<file path="config.mk">
export PLATFORM = sky130hd
export DESIGN_NAME = ulpi_phy_responder
export DESIGN_NICKNAME = d
export VERILOG_FILES = /design/src/rtl/ulpi_phy_responder.sv
export SDC_FILE = /design/constraint.sdc
export NUM_CORES = 1
export LEC_CHECK = 0
export CELL_PAD_IN_SITES_DETAIL_PLACEMENT = 2
export CELL_PAD_IN_SITES_GLOBAL_PLACEMENT = 2
export CORE_MARGIN = 2
export CORE_UTILIZATION = 31
export CTS_CLUSTER_SIZE = 20
export DETAILED_ROUTE_END_ITERATION = 10
export HOLD_SLACK_MARGIN = 0.05
export PLACE_DENSITY_LB_ADDON = 0.05
export SLEW_MARGIN = 20
export SYNTH_ARGS = -nofsm -noshare
export SYNTH_HDL_FRONTEND = slang
export SYNTH_SLANG_ARGS = --single-unit
</file>
<file path="constraint.sdc">
create_clock -name clk_ULPI -period 2.9 [get_ports clk_ULPI]
set_input_delay 0.58 -clock clk_ULPI [delete_from_list [all_inputs] [get_ports clk_ULPI]]
set_output_delay 0.58 -clock clk_ULPI [all_outputs]
set_load 0.02 [all_outputs]
</file>
<file path="src/rtl/ulpi_phy_responder.sv">
// PHY-side ULPI register-access responder: TX CMD decode, NXT/DIR handshake,
// 64x8 register file with read-only VID/PID bytes, and RX CMD injection.
module ulpi_phy_responder #(
  parameter int unsigned ACK_DELAY = 0,
  parameter logic [15:0] VID       = 16'h0424,
  parameter logic [15:0] PID       = 16'h0006
) (
  input  logic       clk_ULPI,
  input  logic       rst,
  input  logic [7:0] DATA_IN,
  input  logic       STP,
  output logic [7:0] DATA_OUT,
  output logic       DATA_OE,
  output logic       DIR,
  output logic       NXT,
  input  logic       rx_req,
  input  logic [7:0] rx_cmd,
  output logic       wr_stb,
  output logic [5:0] wr_addr,
  output logic [7:0] wr_data,
  output logic       err
);

  typedef enum logic [3:0] {
    ST_IDLE, ST_WAIT, ST_ACK, ST_W_DATA, ST_W_STP,
    ST_R_TURN1, ST_R_DATA, ST_R_TURN2, ST_TX_ABSORB,
    ST_RX_TURN1, ST_RX_DATA, ST_RX_TURN2
  } state_t;

  localparam logic [1:0] CMD_NOP = 2'b00;
  localparam logic [1:0] CMD_WR  = 2'b10;
  localparam logic [1:0] CMD_RD  = 2'b11;
  // Only reached when ACK_DELAY > 0, so the wrap at zero is harmless.
  localparam logic [2:0] LAST_WAIT = 3'(ACK_DELAY - 1);

  state_t      state, state_nxt;
  logic [1:0]  cmd_kind;
  logic [5:0]  cmd_addr;
  logic [7:0]  cmd_data;
  logic [2:0]  wait_cnt;
  logic        rx_pend;
  logic [7:0]  rx_byte;
  logic        err_set;
  logic [7:0]  rd_val;
  logic [7:0]  regs [64];

  function automatic logic [7:0] id_byte(input logic [1:0] idx);
    case (idx)
      2'd0:    return VID[7:0];
      2'd1:    return VID[15:8];
      2'd2:    return PID[7:0];
      default: return PID[15:8];
    endcase
  endfunction

  assign rd_val  = (cmd_addr < 6'd4) ? id_byte(cmd_addr[1:0]) : regs[cmd_addr];
  assign wr_addr = cmd_addr;
  assign wr_data = cmd_data;
  assign DATA_OE = DIR;

  always_ff @(posedge clk_ULPI or negedge rst) begin
    if (!rst) state <= ST_IDLE;
    else      state <= state_nxt;
  end

  always_comb begin
    state_nxt = state;
    case (state)
      ST_IDLE: begin
        // A pending or arriving RX CMD wins over any TX CMD on the bus.
        if (rx_pend || rx_req)          state_nxt = ST_RX_TURN1;
        else if (DATA_IN[7:6] != CMD_NOP) state_nxt = (ACK_DELAY == 0) ? ST_ACK : ST_WAIT;
      end
      ST_WAIT:      if (wait_cnt == LAST_WAIT) state_nxt = ST_ACK;
      ST_ACK: begin
        if (STP)                    state_nxt = ST_IDLE;
        else if (cmd_kind == CMD_WR) state_nxt = ST_W_DATA;
        else if (cmd_kind == CMD_RD) state_nxt = ST_R_TURN1;
        else                        state_nxt = ST_TX_ABSORB;
      end
      ST_W_DATA:    state_nxt = ST_W_STP;
      ST_W_STP:     state_nxt = ST_IDLE;
      ST_R_TURN1:   state_nxt = ST_R_DATA;
      ST_R_DATA:    state_nxt = ST_R_TURN2;
      ST_R_TURN2:   state_nxt = ST_IDLE;
      ST_TX_ABSORB: if (STP) state_nxt = ST_IDLE;
      ST_RX_TURN1:  state_nxt = ST_RX_DATA;
      ST_RX_DATA:   state_nxt = ST_RX_TURN2;
      ST_RX_TURN2:  state_nxt = ST_IDLE;
      default:      state_nxt = ST_IDLE;
    endcase
  end

  always_comb begin
    DIR      = 1'b0;
    NXT      = 1'b0;
    DATA_OUT = 8'h00;
    wr_stb   = 1'b0;
    case (state)
      ST_ACK, ST_W_DATA, ST_TX_ABSORB: NXT = 1'b1;
      ST_W_STP:                        wr_stb = STP;
      ST_R_TURN1, ST_RX_TURN1:         DIR = 1'b1;
      ST_R_DATA: begin
        DIR      = 1'b1;
        DATA_OUT = rd_val;
      end
      ST_RX_DATA: begin
        DIR      = 1'b1;
        DATA_OUT = rx_byte;
      end
      default: ;
    endcase
    err_set = (state == ST_W_STP && !STP) || (DIR && STP) ||
              (rx_req && rx_pend && state != ST_RX_DATA);
  end

  always_ff @(posedge clk_ULPI or negedge rst) begin
    if (!rst) begin
      cmd_kind <= CMD_NOP;
      cmd_addr <= '0;
      cmd_data <= '0;
      wait_cnt <= '0;
      rx_pend  <= 1'b0;
      rx_byte  <= '0;
      err      <= 1'b0;
    end else begin
      if (state == ST_IDLE && !(rx_pend || rx_req) && DATA_IN[7:6] != CMD_NOP) begin
        cmd_kind <= DATA_IN[7:6];
        cmd_addr <= DATA_IN[5:0];
      end
      wait_cnt <= (state == ST_WAIT) ? wait_cnt + 3'd1 : 3'd0;
      if (state == ST_W_DATA) cmd_data <= DATA_IN;
      // A request in the clearing cycle re-arms pending with the new byte.
      if (rx_req) begin
        rx_pend <= 1'b1;
        rx_byte <= rx_cmd;
      end else if (state == ST_RX_DATA) begin
        rx_pend <= 1'b0;
      end
      if (err_set) err <= 1'b1;
    end
  end

  always_ff @(posedge clk_ULPI or negedge rst) begin
    if (!rst) begin
      for (int i = 0; i < 64; i++) regs[i] <= 8'h00;
    end else if (wr_stb && cmd_addr >= 6'd4) begin
      regs[cmd_addr] <= cmd_data;
    end
  end

endmodule

</file>
### Yosys cells after proc, flatten, opt, wreduce, memory -nomap -nowiden

Index checks and enable logic that the tools add are counted.

| storage, ports and cells | value |
|---|---|
| register bits | 545 |
| input port bits | 20 |
| output and inout bits | 27 |
| logic and storage cells | 139 |

| operators by class | value |
|---|---|
| $add $sub $neg | 1 |
| magnitude comparators | 4 |
| eq/ne operators | 18 |
| muxes and demuxes | 23 |
| bitwise gates (word level) | 1 |
| reduce and logical (&&, ||, !) cells | 20 |

Operators by type and width:

| cell | number |
|---|---|
| bitwise mux 512 bit | 1 |
| binary-select mux 8 bit (select 6 bit) | 1 |
| demux 8 bit (select 6 bit) | 1 |
| case mux 4 bit (9 select lines) | 1 |
| two-way mux 8 bit | 4 |
| two-way mux 4 bit | 7 |
| case mux 6 bit (3 select lines) | 1 |
| case mux 8 bit (2 select lines) | 1 |
| == test 4 x 3 -> 1 bit, second input constant | 3 |
| == test 4 bit, second input constant | 3 |
| == test 4 x 2 -> 1 bit, second input constant | 2 |
| logical AND 1 bit | 8 |
| >= comparator 7 bit, second input constant | 1 |
| less-than comparator 7 x 1 -> 1 bit, second input constant | 1 |
| inverter 6 -> 7 bit | 1 |
| == test 2 bit, second input constant | 3 |
| >= comparator 6 x 3 -> 1 bit, second input constant | 1 |
| less-than comparator 6 x 3 -> 1 bit, second input constant | 1 |
| two-way mux 1 bit | 5 |
| == test 4 x 1 -> 1 bit, second input constant | 1 |
| logical NOT 4 bit | 1 |
| != test 2 bit, second input constant | 2 |
| != test 4 bit, second input constant | 1 |
| nonzero test 2 bit | 2 |
| 11 further kinds | 14 |

### Depth between registers and ports, before layout

| depth | value |
|---|---|
| depth after elaboration | 6 |
| mapped depth | 10 |
| mapped depth without buffers | 6 |

### Worst setup path after synthesis

No wires, ideal clock.

| timing path | value |
|---|---|
| kind | flip-flop to output port |
| from | register cmd_addr[0], in the netlist wr_addr[0] |
| to | output port DATA_OUT[3] |
| arrival time | 2182 ps |
| required time | 2320 ps |
| path slack | 138 ps |
| stages on the path, launching flop included | 7 |
| buffers on the path | 2 |
| cells stage by stage | dfrtp_1 > buf_6 > buf_2 > mux4_2 > a32o_1 > a221oi_1 > a41oi_1 |

| on the way | value |
|---|---|
| cells in the longest elaborated chain, start to end | 6 |

RTL lines:

| item | line | text |
|---|---|---|
| start, declared | 38 | `logic [5:0] cmd_addr;` |
| start signal, assigned | 129 | `cmd_addr <= DATA_IN[5:0];` |
| inverter 6 -> 7 bit (not written as such) | 56 | `assign rd_val = (cmd_addr < 6'd4) ? id_byte(cmd_addr[1:0]) : regs[cmd_addr];` |
| binary-select mux 8 bit (select 6 bit) | 56 |  |
| two-way mux 8 bit (not written as such) (2 in series) | 56 |  |
| two-way mux 8 bit (*) | 56 |  |
| case mux 8 bit (2 select lines) (*) | 99 | `case (state)` |
| end, declared | 12 | `output logic [7:0] DATA_OUT,` |

Mark *: on every way between the ends. The rest lies on a longest branch, timed or not. The select of a mux whose other input is x is not followed.

### Final worst setup path

Same ends and word-level chain as after synthesis.

==> results.md <==
- Final Slew Violations: 0
- Mapped Avg Cell Area: 14.5 µm²
- Wire per inst: 28.2 µm
- Cell taking the most area after synthesis: dfrtp_1
- Die height: 287 µm
- Crit path kind: reg -> out
- HP Class: reg -> reg
- EDFF count, synth: 0
- P&R area growth vs syn: 27.8%
- Failing checks: negative setup slack
- Flop2flop setup slack: 230 ps
- Final setup viols: 8
- Clock Skew: 22.6 ps
- Fin worst setup slack: -844 ps
- Top cells by area, synth: dfrtp_1 (55%), mux2_2 (22%), mux4_2 (8.0%), nand2_2 (1.4%), clkbuf_1 (1.3%)
- Max incr delay on CP: 560 ps
- Post-Syn Nets: 1,739
- Clock Sinks: 541
- Count of final hold-check violations: 0
- GRT Total Usage: 21.8%
- Antenna violations before repair: 0
- Cell Rows: 103
- Ports: 47
- Port buffer count: 46
- Fin util: 40.1%
- Die Wd: 287 µm
- Ys Warns: 0
- Worst rel slew slack: 38.5%
- Synth cell types: 62
- Filler cells: 7,804
- Starting DRT DRC Count: 665
- Vias: 16,000
- Worst path arrival time: 3160 ps
- Synth Instances: 1,717
- CP Max Fanout: 7
- CTS tree: done
- Post-DP HPWL: 59,600 µm
- Primary FF master, synth: dfrtp_1
- Most frequent cells in the layout: dfrtp_1 (530), mux2_2 (490), buf_4 (253), mux4_2 (88), clkbuf_16 (68)
- Starting density of the core: 31.4%
- Unrepaired setup endpoints after global routing: true
- Largest net degree at the start of global routing: 65
- CP max-delay cell: dfrtp_4
- Vias in the first global route: 18,100
- Gr ovfl total: 0
- Crit path time final: 3740 ps
- Most common cell after layout, fill and taps aside: dfrtp_1
- CP cell instances: buf_4 -> buf_12 -> buf_16 -> buf_6 -> mux4_2 -> a32o_2 -> a221oi_2 -> buf_4 -> a41oi_4 -> buf_6
- First-pass GRT wire length: 131,000 µm
- Max-cap violations: 0
- Detail Route Antenna Nets: 0
- # DRC: 0
- Cell Pwr Density: 838 mW/mm²
- DRT Wirelength: 87,400 µm
- Seq cells post-synth: 541
- Netlist Area Pre-Place: 0.0248 mm²
- H-tree depth: 3
- First-pass DRT Iterations: 4
- Clk Latency, worst-skew pair: 630 ps
- Crit-path leading delay family: buffers and inverters
- Setup WS pre-CTS: -1130 ps
- Top-area cell type share of the netlist area: 54.5%
- Nets@finish: 2,019
- CP required: 2320 ps
- GP Congestion: 0.809
- Ratio of cells with drive above 1 in the final layout: 56.9%
- Status: finished with violations
- CTS root buf: clkbuf_16
- Sequential area share after synthesis: 54.5%
- Via/cell ratio: 5.17
- Leakage power: 15.1 nW
- CP Capture Type: output port
- Crit share post-route: 129%
- Measured slew at the worst slew-check pin: 923 ps
- Die area: 0.0824 mm²
- Clock transition at path regs: 60 ps
- Ys async rst share: 100%
- CTS buffer count: 68
- Buf/Inv on CP: 6
- Peak Freq: 0.267 GHz
- Clock buffer depth: 3
- Core area: 0.0791 mm²
- Maximum vdd drop: 0.000445 V
- Critical path startpoint category: flip-flop
## registers in the layout (all words and copies together) (netlist names)
name / count
cmd_kind: 2
err: 1
regs: 508
rx_byte: 8
rx_pend: 1
state: 4
wait_cnt: 3
wr_addr: 6
wr_data: 8
## cell usage after synthesis (14+ instances only)
master      n
nor2_1     40
a22oi_1    31
clkbuf_1   86
mux2_2    491
buf_2      34
a21oi_1    27
mux2i_1    32
buf_4      14
mux2_1     27
dfrtp_1   541
mux4_2     88
nand2_1    47
a221oi_1   26
o21ai_0    19
nand2_2    56
## metrics by stage
step / std cells / TNS (ps) / power [mW] / hold slack [ps] / instance area (µm²)
after floorplan: 1717 / 0 / 12.1 / 284 / 24800
after global placement: 2934 / -5680 / 16.9 / 360 / 28300
after detailed placement: 2934 / -5660 / 17.1 / 363 / 28300
after CTS: 3090 / -6560 / 26.9 / 375 / 31500
after global routing: 3097 / -7190 / 27.8 / 380 / 31700
final: 3099 / -6390 / 26.6 / 371 / 31700
## cell type report
type / instances / area, µm² / area share, %
clock buffers: 103 / 1940 / 6.13
repair buffers: 354 / 3400 / 10.7
clock inverters: 17 / 260 / 0.820
well taps: 1050 / 1310 / 4.14
flip-flops and latches: 541 / 13600 / 42.7
diodes: 2 / 5.00 / 0.0158
multi-input cells: 1026 / 11200 / 35.4
inverters: 6 / 22.5 / 0.0710
## path summary, 6_finish.rpt
check                                start           to  cells after the start
worst max-delay path            wr_addr[0]  DATA_OUT[3]                     10
worst min-delay path             regs[496]    regs[496]                      0
worst max register to register    state[3]    regs[456]                      8
worst min register to register   regs[496]    regs[496]                      0
max in group asynchronous              rst   wr_addr[0]                      3
min in group asynchronous              rst    regs[386]                      2
## cells by family after synthesis
family / count (synthesis) / synth area share [%]
AOI/OAI and AO/OA: 166 / 4.86
xor gates and xnor gates: 3 / 0.106
adders and majority gates: 2 / 0.101
buffers and inverters: 150 / 2.80
DFF: 541 / 54.5
muxes: 638 / 32.8
and+or+nand+nor: 217 / 4.84
## where the power goes
part | leakage, nW | switching (mW) | internal (mW)
logic | 6.56 | 5.91 | 4.15
registers | 7.49 | 0.245 | 7.80
clock network | 1.07 | 3.44 | 5.02
total | 15.1 | 9.59 | 17.0
## timing repair
item / in CTS / in global routing
cloned: 3 / 0
hold endpoints to repair: 32 / 0
pin swaps: 32 / 18
resized for setup: 168 / 28
endpoints found under the setup margin: 11 / 9
hold buffers: 1 / 0
setup buffers: 38 / 8
## per-layer routing
metal	global-route usage (%)	up-vias	wire length [µm]
met5	0	-	0
met4	4.79	0	1670
met3	3.14	109	2500
met2	36.3	206	42700
met1	30.2	8764	40500
li1	-	6948	-
No activity file was read; power rests on OpenSTA's default activity.
